## config.mk

```make
export PLATFORM = sky130hd
export DESIGN_NAME = shift_registersipo_rx
export DESIGN_NICKNAME = d
export VERILOG_FILES = /design/src/rtl/shift_registersipo_rx.sv
export SDC_FILE = /design/constraint.sdc
export NUM_CORES = 1
export LEC_CHECK = 0
export ABC_AREA = 1
export ABC_CLOCK_PERIOD_IN_PS = 3700
export CORE_ASPECT_RATIO = 1.4
export CORE_UTILIZATION = 30
export CTS_BUF_LIST = sky130_fd_sc_hd__clkbuf_4
export DETAILED_ROUTE_END_ITERATION = 8
export HOLD_SLACK_MARGIN = 0.08
export PLACE_DENSITY_LB_ADDON = 0.2
export SLEW_MARGIN = 20
export SYNTH_ARGS = -nofsm -noshare
export SYNTH_HDL_FRONTEND = slang
export SYNTH_SLANG_ARGS = --single-unit
```

## constraint.sdc

```tcl
create_clock -name clk -period 3.7 [get_ports clk]
set_input_delay 0.555 -clock clk [delete_from_list [all_inputs] [get_ports clk]]
set_output_delay 0.555 -clock clk [all_outputs]
set_load 0.1 [all_outputs]
```

## src/rtl/shift_registersipo_rx.sv

```systemverilog
// shift_registersipo_rx: LSB-first SIPO receiver that rebuilds WIDTH-bit frames after a sync strobe.
// Emits each completed word with a one-cycle valid pulse and a wrapping frame counter.
module shift_registersipo_rx #(
  parameter int WIDTH = 8,
  parameter int CNT_W = 8
) (
  input  logic             clk,
  input  logic             rst,
  input  logic             sync,
  input  logic             sin,
  output logic [WIDTH-1:0] data_out,
  output logic             valid,
  output logic             busy,
  output logic [CNT_W-1:0] frame_cnt
);
  localparam int BW = (WIDTH > 1) ? $clog2(WIDTH) : 1;
  typedef enum logic [1:0] {IDLE, ALIGN, SHIFT} state_t;
  state_t           r_state, w_next;
  logic [BW-1:0]    r_bit_cnt;
  logic [WIDTH-2:0] r_sr;
  logic [WIDTH-1:0] r_data, w_word;
  logic [CNT_W-1:0] r_cnt;
  logic             r_valid, r_busy, w_last, w_done;
  always_ff @(posedge clk) begin
    if (rst) r_state <= IDLE;
    else     r_state <= w_next;
  end
  // sync anywhere but IDLE restarts alignment; on the final bit it chains the next frame
  always_comb begin
    w_next = r_state;
    case (r_state)
      IDLE:    w_next = sync ? ALIGN : IDLE;
      ALIGN:   w_next = sync ? ALIGN : SHIFT;
      SHIFT:   w_next = sync ? ALIGN : (w_last ? IDLE : SHIFT);
      default: w_next = IDLE;
    endcase
  end
  always_comb begin
    w_last = (r_bit_cnt == BW'(WIDTH - 1));
    w_done = (r_state == SHIFT) && w_last;
    w_word = {sin, r_sr};
  end
  // r_sr keeps only the upper WIDTH-1 bits; the lowest bit falls out before it is ever used
  always_ff @(posedge clk) begin
    if (rst) begin
      r_bit_cnt <= '0;
      r_sr      <= '0;
      r_data    <= '0;
      r_valid   <= 1'b0;
      r_busy    <= 1'b0;
      r_cnt     <= '0;
    end else begin
      r_bit_cnt <= (r_state == SHIFT && !sync && !w_last) ? r_bit_cnt + BW'(1) : '0;
      if (r_state == SHIFT) r_sr <= w_word[WIDTH-1:1];
      if (w_done) begin
        r_data <= w_word;
        r_cnt  <= r_cnt + CNT_W'(1);
      end
      r_valid <= w_done;
      r_busy  <= (w_next != IDLE);
    end
  end
  assign data_out  = r_data;
  assign valid     = r_valid;
  assign busy      = r_busy;
  assign frame_cnt = r_cnt;
endmodule

```

Word level (Yosys, flattened, before mapping)
Cells that the tools add are included.
- bitwise gates (word level): 1
- add/sub/neg operators: 2
- eq/ne operators: 3
- mux-type cells: 5
- reductions and logical operators: 8
- operators with widths (cell ; number):
    adder 8 x 1 -> 8 bit, second input constant ; 1
    2-to-1 mux 2 bit ; 3
    case mux 2 bit (3 select lines) ; 1
    adder 3 x 1 -> 3 bit, second input constant ; 1
    == test 3 bit, second input constant ; 1
    logical AND 1 bit ; 3
    == test 2 x 1 -> 1 bit, second input constant ; 1
    == test 2 bit, second input constant ; 1
    logical NOT 1 bit ; 2
    logical NOT 2 bit ; 1
    nonzero test 2 bit ; 1
    OR reduction 2 bit ; 1
    2-to-1 mux 1 bit ; 1
    inverter 1 bit ; 1
- output and inout port bits: 18
- flip-flop bits (word level): 30
- logic and storage cells: 26
- input bits: 4

Depth between registers and ports, before layout
- word-level depth: 5
- gate-level depth with buffers: 8
- gate-level depth less buffers: 7

Least setup slack after synthesis
Ideal clock, no wire load.
- path kind: register to register
- start: register r_cnt[0] (netlist: frame_cnt[0])
- end: register r_cnt[6] (netlist: frame_cnt[6])
- setup slack: 1.778 ns
- required time: 3.581 ns
- stages on the path, launching flop included: 7
- setup time: 0.119 ns
- arrival: 1.803 ns
- clock period less this slack: 1.922 ns
- buffers on the path: 0
- cell sequence: dfxtp_1 ha_1 nand3_1 nor2_4 nand3_1 nand2_1 nor2_1
- longest elaborated chain between the ends: 1
- ends and longest elaborated chain (item ; line ; RTL):
    start: declaration ; 22 ; logic [CNT_W-1:0] r_cnt;
    start signal: assignment ; 57 ; r_cnt <= r_cnt + CNT_W'(1);
    adder 8 x 1 -> 8 bit ; 57 ;
Every way passes these cells.
A chain may end at the register's enable or synchronous reset.

Final worst setup path
- start: register r_cnt[3] (netlist: frame_cnt[3])
- end: output port frame_cnt[3]
- RTL lines (item ; line ; RTL):
    end: declaration ; 14 ; output logic [CNT_W-1:0] frame_cnt
No word-level cell between the ends.

==> results.yml <==
status:
  status: "completed"
cts:
  h-tree-depth: 2
  cts_buffer_depth: 2
  holdBufCountCts: 0
  numCtsBuffers: 5
  worstSkewPairLatency_ns: 0.32
  post-cts-setup-buffer-count: 0
  root_buffer: "clkbuf_4"
  cts_resized: 0
  clkSlewWorstSetupHoldPaths_ns: 0.08
  tritoncts: "done"
  cts_sinks: 30
logic_synthesis:
  synthXorXnorAreaFrac_pct: 1.512
  synth.most_common_cell: "dfxtp_1"
  ys_seq_area_share_pct: 51.84
  synthesis.area_um2: 1159
  synthSimpleGateAreaFrac_pct: 24.84
  ys.flop_type: "dfxtp_1"
  synth_top_family_by_area: "simple AND/OR/NAND/NOR gates"
  ys_top_cells_by_count: "dfxtp_1 (30), nor2_1 (27), nand2_1 (26)"
  synth_seq_cells: 30
  synth_edf_count: 0
  synth_cell_types: 18
  synthMuxAreaShare_pct: 0
  synth-warning-count: 0
  netlist_top_cells_area: "dfxtp_1 (52%), nor2_1 (8.7%), nand2_1 (8.4%), a21oi_1 (6.0%), o21ai_0 (3.9%)"
  syn_area_per_cell_um2: 8.217
  synth_compound_area_share_pct: 11.34
  async_flop_share_pct: 0
  synth_fa_ha_area_share_pct: 3.240
  syn-instance-count: 141
  yosys.area.top_type: "dfxtp_1"
  synth_fp_nets: 148
  yosys.area.top_type_share_pct: 51.84
routing:
  ant_nets: 0
  vias: 963
  firstDrtPassIters: 4
  drc_errors: 0
  first_iter_violations: 26
  drt-wirelength-per-cell_um: 10.39
  viasPerCell: 4.652
  routed_wirelength_um: 2150
placed_design:
  hpwl_um: 1572
  gp_congestion: 0.7870
  port_buffers: 21
floorplan:
  start_util_pct: 31.52
  fp.dieH_um: 75.53
  die_w_um: 54.52
  die_area_um2: 4118
  row_count: 26
  pin_count: 22
  coreArea_um2: 3676
sta:
  finalHoldViolCount: 0
  maxClockFrequency_mhz: 406.7
  fin_crit_sh_pct: 66.45
  rsz0062_at_grt: "false"
  whs_ns: 0.4355
  finClkSkew_ns: 0.004593
  max-slew-margin-rel_pct: 35.02
  worst_pin_slew_ns: 0.9717
  setup_violations: 0
  maxSlewViolCount: 0
  setup_tns_ns: 0
  min_period_ns: 2.459
critical_path:
  cp.required_ns: 3.14
  critical-path-slowest-cell: "clkdlybuf4s50_1"
  worst-path-buf-inv: 1
  endpoint_kind: "output port"
  arrival_ns: 1.90
  slowest_delay_ns: 1.16
  critPathMaxFanout: 6
  startpoint_type: "flop"
  path_cells: "clkdlybuf4s50_1"
  crit_type: "flop to output port"
  cp_top_family: "buffers and inverters"
cells_and_area:
  n_fill_cell: 407
  nets: 172
  diodes: 0
  drive_gt1_share_pct: 7.879
  utilization_pct: 39.04
  area_growth_pct: 23.87
pwr:
  p_sw_share_pct: 22.18
  power.internal_mw: 0.4212
  seqPwrFrac_pct: 61.0
  p_comb_share_pct: 4.6
  switchingPower_mw: 0.1200
  ir_worst_vdd_mv: 0.2118
  power_density_nw_per_um2: 377.1
  clkPwrFrac_pct: 34.3
  p_leak_nw: 0.6095
  p_total_mw: 0.5412
job:
  max_cap_viol_count: 0
global_route:
  antenna_found_initial: 0
  track_usage_pct: 12.72
  overflow: 0
  grt_max_degree: 19
  grt_pass1_vias: 856
  grt_pass1_wl_um: 3581
hold_path:
  hold_class: "flop to flop"
==> final timing paths <==
kind,slack (ns),startpoint,end,depth (start not counted)
min reg2reg,0.44,r_bit_cnt[0],r_bit_cnt[0],1
max reg2reg,1.92,r_bit_cnt[0],data_out[2],6
max,1.24,frame_cnt[3],frame_cnt[3],1
min,0.44,r_bit_cnt[0],r_bit_cnt[0],1
==> logic make-up (layout without fill, tap and decap cells) <==
| logic type | Yosys count | after routing |
|---|---|---|
| fa+ha+maj | 3 | 3 |
| buf+inv | 16 | 40 |
| simple gates | 64 | 64 |
| xor+xnor | 2 | 2 |
| compound gates | 26 | 26 |
| flops | 30 | 30 |
==> layout by cell type (no fill, tap or decap), drive strengths merged <==
master,Yosys,final
a21oi,14,14
a31oi,1,1
clkbuf,0,7
clkdlybuf4s50,0,21
dfxtp,30,30
ha,3,3
inv,12,12
nand2,26,26
nand3,7,7
nand4,1,1
nor2,30,30
o21ai,11,11
xor2,2,2
==> metal layers <==
metal  up-vias  part of all wire (%)  global-route usage, %  wire length [um]
li1        496                     -                      -                 -
met1       433                    40                  12.29               868
met2        27                    50                  21.00              1065
met3         7                   6.3                  5.389               135
met4         0                   3.7                  9.402                80
met5         -                     0                      0                 0
==> flip-flops by register name, indices dropped and copies added, names as in the netlist <==
register / flops
valid: 1
r_sr: 7
r_state: 2
r_bit_cnt: 3
data_out: 8
busy: 1
frame_cnt: 8
==> layout make-up <==
| type | instances | area, um2 | share of cell area, % |
|---|---|---|---|
| Clock buffer | 7 | 52.55 | 3.662 |
| Inverter | 12 | 45.04 | 3.139 |
| Multi-Input combinational cell | 95 | 474.2 | 33.04 |
| Sequential cell | 30 | 600.6 | 41.85 |
| Tap cell | 42 | 52.55 | 3.662 |
| Timing Repair Buffer | 21 | 210.2 | 14.65 |
==> metrics by stage <==
step                setup WS (ns)  instances  cell area [um2]
finish                      1.241        207             1435
global route                1.184        207             1435
CTS                         1.221        207             1435
detailed placement          1.583        200             1383
global placement            1.596        200             1383
floorplan                   1.778        141             1159
==> power by group through the flow <==
stage / clock network [mW] / logic (mW) / registers, mW
after floorplan: 0 / 0.0133 / 0.343
after global routing: 0.209 / 0.0278 / 0.331
after global placement: 0 / 0.0250 / 0.338
final: 0.186 / 0.0251 / 0.330
after detailed placement: 0 / 0.0252 / 0.338
after CTS: 0.196 / 0.0254 / 0.330
Power figures use the tool's default switching activity.
